### src/rtl/gon_bus_dispatcher.sv
// ---------------------------------------------------------------------------
// gon_bus_dispatcher
//
// Purpose:
//   Upstream stage of the GON multicast controllers. Tagged packets from the
//   global buffer side are held in a 2-entry FIFO. The head packet's tag,
//   data and valid are broadcast on a single bus to NUM_DEST multicast
//   controllers. The head retires only when every controller whose ID
//   matches the tag is ready in the same cycle, so a multicast is never
//   duplicated or partially delivered. A packet that matches no controller
//   is dropped after a single cycle on the bus.
//
// Ports:
//   clk         in   rising-edge clock
//   rst         in   asynchronous active-high reset
//   in_valid    in   upstream packet valid
//   in_ready    out  upstream ready (transfer on in_valid && in_ready)
//   in_tag      in   destination tag   [ID_SIZE]
//   in_data     in   payload           [DATA_SIZE]
//   bus_valid   out  broadcast valid to every controller
//   bus_tag     out  broadcast tag     [ID_SIZE]
//   bus_data    out  broadcast payload [DATA_SIZE]
//   dest_id     in   configured ID per controller, slice i = controller i
//   dest_ready  in   ready of each controller
//   drop_cnt    out  count of dropped (unmatched) packets [16]
//   match_mask  out  combinational: bit i = bus_valid && dest_id[i] == bus_tag
//
// Build options:
//   GON_DROP_CNT_EN  when defined, drop_cnt is a saturating 16-bit counter of
//                    dropped packets; otherwise drop_cnt is tied to 0.
// ---------------------------------------------------------------------------
`ifndef XID_BITS
`define XID_BITS 3
`endif

module gon_bus_dispatcher #(
    parameter int NUM_DEST  = 6,
    parameter int ID_SIZE   = `XID_BITS,
    parameter int DATA_SIZE = 32
) (
    input  logic                         clk,
    input  logic                         rst,
    input  logic                         in_valid,
    output logic                         in_ready,
    input  logic [ID_SIZE-1:0]           in_tag,
    input  logic [DATA_SIZE-1:0]         in_data,
    output logic                         bus_valid,
    output logic [ID_SIZE-1:0]           bus_tag,
    output logic [DATA_SIZE-1:0]         bus_data,
    input  logic [NUM_DEST*ID_SIZE-1:0]  dest_id,
    input  logic [NUM_DEST-1:0]          dest_ready,
    output logic [15:0]                  drop_cnt,
    output logic [NUM_DEST-1:0]          match_mask
);

    // FIFO storage and bookkeeping
    logic [ID_SIZE-1:0]   r_tag  [2];
    logic [DATA_SIZE-1:0] r_data [2];
    logic                 r_wptr;
    logic                 r_rptr;
    logic [1:0]           r_count;

    logic w_push;
    logic w_pop;
    logic w_fire;
    logic w_drop;
    logic w_all_rdy;

    assign in_ready  = (r_count != 2'd2);
    assign bus_valid = (r_count != 2'd0);

    // Bus fields come straight from storage, so downstream timing never sees
    // a path from the upstream inputs.
    assign bus_tag  = r_tag[r_rptr];
    assign bus_data = r_data[r_rptr];

    always_comb begin
        match_mask = '0;
        for (int i = 0; i < NUM_DEST; i++) begin
            match_mask[i] = bus_valid && (dest_id[i*ID_SIZE +: ID_SIZE] == bus_tag);
        end
    end

    // Non-matching controllers are treated as ready so only the matched set
    // gates the retire; this keeps a multicast all-or-nothing.
    assign w_all_rdy = &(dest_ready | ~match_mask);
    assign w_fire    = bus_valid && (match_mask != '0) && w_all_rdy;
    assign w_drop    = bus_valid && (match_mask == '0);
    assign w_pop     = w_fire || w_drop;
    assign w_push    = in_valid && in_ready;

    always_ff @(posedge clk or posedge rst) begin
        if (rst) begin
            for (int i = 0; i < 2; i++) begin
                r_tag[i]  <= '0;
                r_data[i] <= '0;
            end
        end else if (w_push) begin
            r_tag[r_wptr]  <= in_tag;
            r_data[r_wptr] <= in_data;
        end
    end

    // 1-bit pointers wrap naturally; count only moves when exactly one of
    // push/pop happens.
    always_ff @(posedge clk or posedge rst) begin
        if (rst) begin
            r_wptr  <= 1'b0;
            r_rptr  <= 1'b0;
            r_count <= 2'd0;
        end else begin
            r_wptr <= r_wptr ^ w_push;
            r_rptr <= r_rptr ^ w_pop;
            case ({w_push, w_pop})
                2'b10:   r_count <= r_count + 2'd1;
                2'b01:   r_count <= r_count - 2'd1;
                default: r_count <= r_count;
            endcase
        end
    end

`ifdef GON_DROP_CNT_EN
    logic [15:0] r_drop_cnt;

    // Saturating drop counter; only reset clears it.
    always_ff @(posedge clk or posedge rst) begin
        if (rst) begin
            r_drop_cnt <= 16'd0;
        end else if (w_drop && (r_drop_cnt != 16'hFFFF)) begin
            r_drop_cnt <= r_drop_cnt + 16'd1;
        end
    end

    assign drop_cnt = r_drop_cnt;
`else
    assign drop_cnt = 16'd0;
`endif

endmodule

### config.mk
export PLATFORM = sky130hd
export DESIGN_NAME = gon_bus_dispatcher
export DESIGN_NICKNAME = d
export VERILOG_FILES = /design/src/rtl/gon_bus_dispatcher.sv
export SDC_FILE = /design/constraint.sdc
export NUM_CORES = 1
export LEC_CHECK = 0
export ABC_AREA = 0
export CORE_ASPECT_RATIO = 1.75
export CORE_UTILIZATION = 30
export DETAILED_ROUTE_END_ITERATION = 10
export PLACE_DENSITY_LB_ADDON = 0.1
export SLEW_MARGIN = 5
export SYNTH_ARGS = -nofsm -noshare
export SYNTH_HDL_FRONTEND = slang
export SYNTH_SLANG_ARGS = --single-unit
export TNS_END_PERCENT = 20
### constraint.sdc
create_clock -name clk -period 2.4 [get_ports clk]
set_clock_uncertainty 0.05 [all_clocks]
set_input_delay 0.36 -clock clk [delete_from_list [all_inputs] [get_ports clk]]
set_output_delay 0.36 -clock clk [all_outputs]
set_load 0.005 [all_outputs]
Yosys cells after proc, flatten, opt, wreduce, memory -nomap -nowiden
Cells that the tools add are included.
- register bits after elaboration: 74
- $add $sub $neg: 2
- $lt $le $gt $ge: 3
- equal/unequal tests: 9
- mux-type cells: 13
- bitwise gates (word level): 6
- reductions and logical operators: 17
- operators by type and width (kind ; count):
    2-to-1 mux 32 bit ; 4
    bitwise mux 64 bit ; 1
    demux 32 bit (select 1 bit) ; 1
    equality test 3 bit ; 6
    2-to-1 mux 3 bit ; 4
    logical AND 1 bit ; 11
    bitwise mux 6 bit ; 1
    zero test 6 bit ; 1
    inverter 6 bit ; 1
    OR 6 bit ; 1
    AND reduction 6 bit ; 1
    nonzero test 6 bit ; 1
    >= comparator 2 bit, second input constant ; 2
    inverter 1 -> 2 bit ; 2
    case mux 2 bit (2 select lines) ; 1
    nonzero test 2 bit ; 2
    demux 3 bit (select 1 bit) ; 1
    adder 2 x 1 -> 2 bit, second input constant ; 1
    equality test 2 x 1 -> 1 bit, second input constant ; 1
    equality test 2 bit, second input constant ; 1
    < comparator 2 x 1 -> 1 bit, second input constant ; 1
    inequality test 2 bit, second input constant ; 1
    subtractor 2 x 1 -> 2 bit, second input constant ; 1
    XOR 1 bit ; 2
    logical OR 1 bit ; 1

Longest topological paths before layout
- word-level depth: 13
- mapped depth: 10

Worst setup path after synthesis
Ideal clock, no wire load.
- path kind: register -> register
- start point: register r_rptr
- end point: register r_count[1]
- data arrival time: 2240 ps
- required time: 2271 ps
- path slack: 31 ps
- cell stages (with the launch flop): 10
- buffers on the path: 1
- period minus slack after synthesis: 2369 ps
- path through: dfrtp_1 -> buf_6 -> mux2i_4 -> xnor2_1 -> or4_4 -> o221ai_2 -> nor4_2 -> ha_1 -> nor2_1 -> xor2_1
- word-level cells in the longest chain between the ends: 13
- elaborated cells between the ends (all ways): 29
- classes of those cells: eq/ne (8); mux (4); bitwise (3); reduce/logical (14)
- RTL lines (item ; line ; source):
    start, declared ; 60 ; logic r_rptr;
    start signal, assigned ; 113 ; r_rptr <= r_rptr ^ w_pop;
    inverter 1 -> 2 bit (not written as such) * ; 74 ; assign bus_tag = r_tag[r_rptr];
    2-to-1 mux 3 bit (not written as such) * (3 in a row) ; 74 ;
    equality test 3 bit ; 80 ; match_mask[i] = bus_valid && (dest_id[i*ID_SIZE +: ID_SIZE] == bus_tag);
    logical AND 1 bit ; 80 ;
    inverter 6 bit ; 86 ; assign w_all_rdy = &(dest_ready | ~match_mask);
    OR 6 bit ; 86 ;
    AND reduction 6 bit ; 86 ;
    logical AND 1 bit ; 87 ; assign w_fire = bus_valid && (match_mask != '0) && w_all_rdy;
    logical OR 1 bit * ; 89 ; assign w_pop = w_fire || w_drop;
    equality test 2 x 1 -> 1 bit or equality test 2 bit (tied branches) ; 114 ; case ({w_push, w_pop})
    case mux 2 bit (2 select lines) or nonzero test 2 bit (tied branches) ; n/a ;
    end signal, assigned ; 115 ; 2'b10: r_count <= r_count + 2'd1;
    end signal, assigned ; 116 ; 2'b01: r_count <= r_count - 2'd1;
    end signal, assigned ; 117 ; default: r_count <= r_count;
    end, declared ; 61 ; logic [1:0] r_count;
Every way passes the cells marked *; elsewhere a longest branch is shown, timed or not. The select of a mux whose other input is x is not followed.
A chain may end at the register's enable or synchronous reset.

Worst setup path in the final report
Ends and elaborated chain as after synthesis.

==> results.cfg <==
[outcome]
status = finished, violations left
failed_checks = setup timing

[logic_synthesis]
synth_cells = 260
yosysUniqueCellTypes = 23
synth.cell_area_um2 = 3640
yosys_register_bits = 74
yosysSeqAreaShare = 0.509
yosysWarnings = 0
syn_avg_cell_area_um2 = 14.0

[global_routing]
grtUsageMet3 = 0.0268
globalRouteTotalUtil = 0.138
globalRouteOverflowTotal = 0
use_met1 = 0.155
grt_pass1_vias = 2634
grt_max_degree = 75
busiest_layer = met2
antenna_found_initial = 0
grt_pass1_wl_mm = 13.3
grt_util_met2 = 0.250

[clock_network]
cts_tree = done
cts_buffer_depth = 2
htree_num_levels = 3
cts_buffers = 9
holdBufCountCts = 0
cts.sinks = 74
path_clk_slew_ns = 0.06
cts.root.buffer_cell = clkbuf_16
clock_latency_ns = 0.33

[finish]
final_core_util = 0.458
areaGrowthSynthToFinish_pct = 47.5
fin_nets = 452
antennaDiodeCount = 0
layout-drive-gt1-share = 0.402

[placement]
numPortBuffers = 104
dpl.hpwl_mm = 5.92
gp_congestion = 0.726
pre_cts_ws_ns = -0.121

[die]
num_io_pins = 121
fp.dieH_um = 148
core-area_um2 = 11700
start_util = 0.311
die_w_um = 85.3
die-area_um2 = 12600
rows = 52

[pwr]
leakagePower_nw = 2.27
power.density_nw_per_um2 = 1490
ir_drop_v = 0.000525

[worst_setup_path]
cp.arrival_ns = 2.69
worstSetupEndpointType = register
crit_chain = mux2i_4 > buf_6 > xnor2_1 > or4_4 > o221ai_4 > nor4_4 > ha_1 > nor2_1 > xor2_1
worstRegToRegCells = 9
worstSetupPathType = reg2reg
critPathLaunchType = register
cp_slowest_stage_delay_ns = 0.53
r2r-start = r_rptr
cp_max_fo = 5
crit_slowest_cell = or4_4
r2r-end = r_count[1]
r2r_slack_ns = -0.08
required_ns = 2.60

[timing]
fin_crit_ns = 2.48
grt_setup_unrepaired = true
max_freq_mhz = 403
period_share = 1.03
final.setup.tns_ns = -0.101
setup_ws_ns = -0.0822
worst_hold_slack_ns = 0.379
slew_violations = 0
finalSetupViolCount = 3
hold_viol = 0

[routing]
wl_mm = 8.34
wire_per_inst_um = 15.9
ant_nets = 0
drc = 0
vias_per_cell = 4.61
drt-initial-drc-count = 93
dr.pass1.iters = 2
vias = 2424

[min_path]
min-delay-path-class = in2async

[run]
cap_violations = 0
## where the power goes
part,switching [W],leakage (nW),total (W),internal [W]
sequential,0.000366,0.870,0.00227,0.00191
combinational,0.00146,1.23,0.00422,0.00276
clock,0.000494,0.163,0.00150,0.00101
total,0.00232,2.27,0.00800,0.00568
## per-layer routing
metal / vias to the layer above / routed length (um)
met2: 77 / 4560
met5: - / 0
met3: 9 / 364
met1: 1213 / 3290
li1: 1125 / -
met4: 0 / 127
## logic make-up (layout without fill, tap and decap cells)
group	Yosys count	after routing	share of synthesized area
buf+inv	37	153	0.0567
mux	105	105	0.334
other cells	1	16	0.00103
fa+ha+maj	3	3	0.0103
flops	74	74	0.509
simple gates	16	16	0.0302
xor+xnor	22	22	0.0529
compound gates	2	2	0.00584
## worst max-delay path, delay by kind of cell (launching register included)
family	cells	cell delay, ns
simple gates	3	0.72
flops	1	0.49
fa+ha+maj	1	0.31
mux	1	0.29
xor+xnor	2	0.21
compound gates	1	0.20
buf+inv	1	0.13
## registers in the layout (all words and copies together), names as in the netlist
name / count
r_count: 2
r_wptr: 1
r_tag: 6
r_rptr: 1
r_data: 64
## what timing repair did
item                                    4_1_cts  5_1_grt
setup buffers                                 5        5
endpoints found under the setup margin        8       29
gates resized for setup                       9       14
pin swaps                                     1        1
## cell usage after synthesis (all sizes together)
master  number  area share
and2         1      0.0017
buf         26       0.045
clkbuf       2      0.0021
conb         1      0.0010
dfrtp       74        0.51
ha           3       0.010
inv          9      0.0093
mux2       102        0.32
mux2i        3       0.019
nand2b       1      0.0017
nand3        3      0.0041
nor2         5      0.0072
nor4         4       0.010
o221ai       1      0.0041
o22ai        1      0.0017
or4          2      0.0052
xnor2       11       0.026
xor2        11       0.026
## layout make-up
cell class	count	area (um^2)
tap	135	169
multi-input combinational	164	1670
sequential	74	1850
clock buffer	10	229
clock inverter	5	104
fill	1089	6340
timing repair buffer	129	1310
inverter	9	33.8
## per-stage QoR
step	instance area, um^2	cells	power (W)
6_report	5370	526	0.00800
5_1_grt	5370	526	0.00853
4_1_cts	5290	521	0.00798
3_5_place_dp	4900	501	0.00630
3_3_place_gp	4900	501	0.00624
2_1_floorplan	3700	275	0.00443
## how the worst max path moves through the flow
stage	slack (ns)	end	cells after the start	from
finish	-0.08	r_count[1]	9	r_rptr
global route	-0.24	r_count[1]	10	r_rptr
CTS	-0.26	match_mask[3]	6	r_rptr
detailed placement	-0.12	r_count[1]	10	r_rptr
global placement	-0.02	r_count[1]	9	dest_id[4]
floorplan	0.03	r_count[1]	9	r_rptr
## placed cells by master, fill, tap and decap left out, drive strengths merged
cell type        n
dlymetal6s2s     2
o22ai            1
and2             1
or4              2
conb            16
clkbuf          12
clkinv           2
bufinv           3
clkdlybuf4s50   98
dlygate4sd2      2
mux2           102
nand3            3
inv              9
dfrtp           74
nor4             4
xnor2           11
buf             25
o221ai           1
nand2b           1
mux2i            3
nor2             5
ha               3
xor2            11
Note: power is estimated with default switching activity, not from simulation.
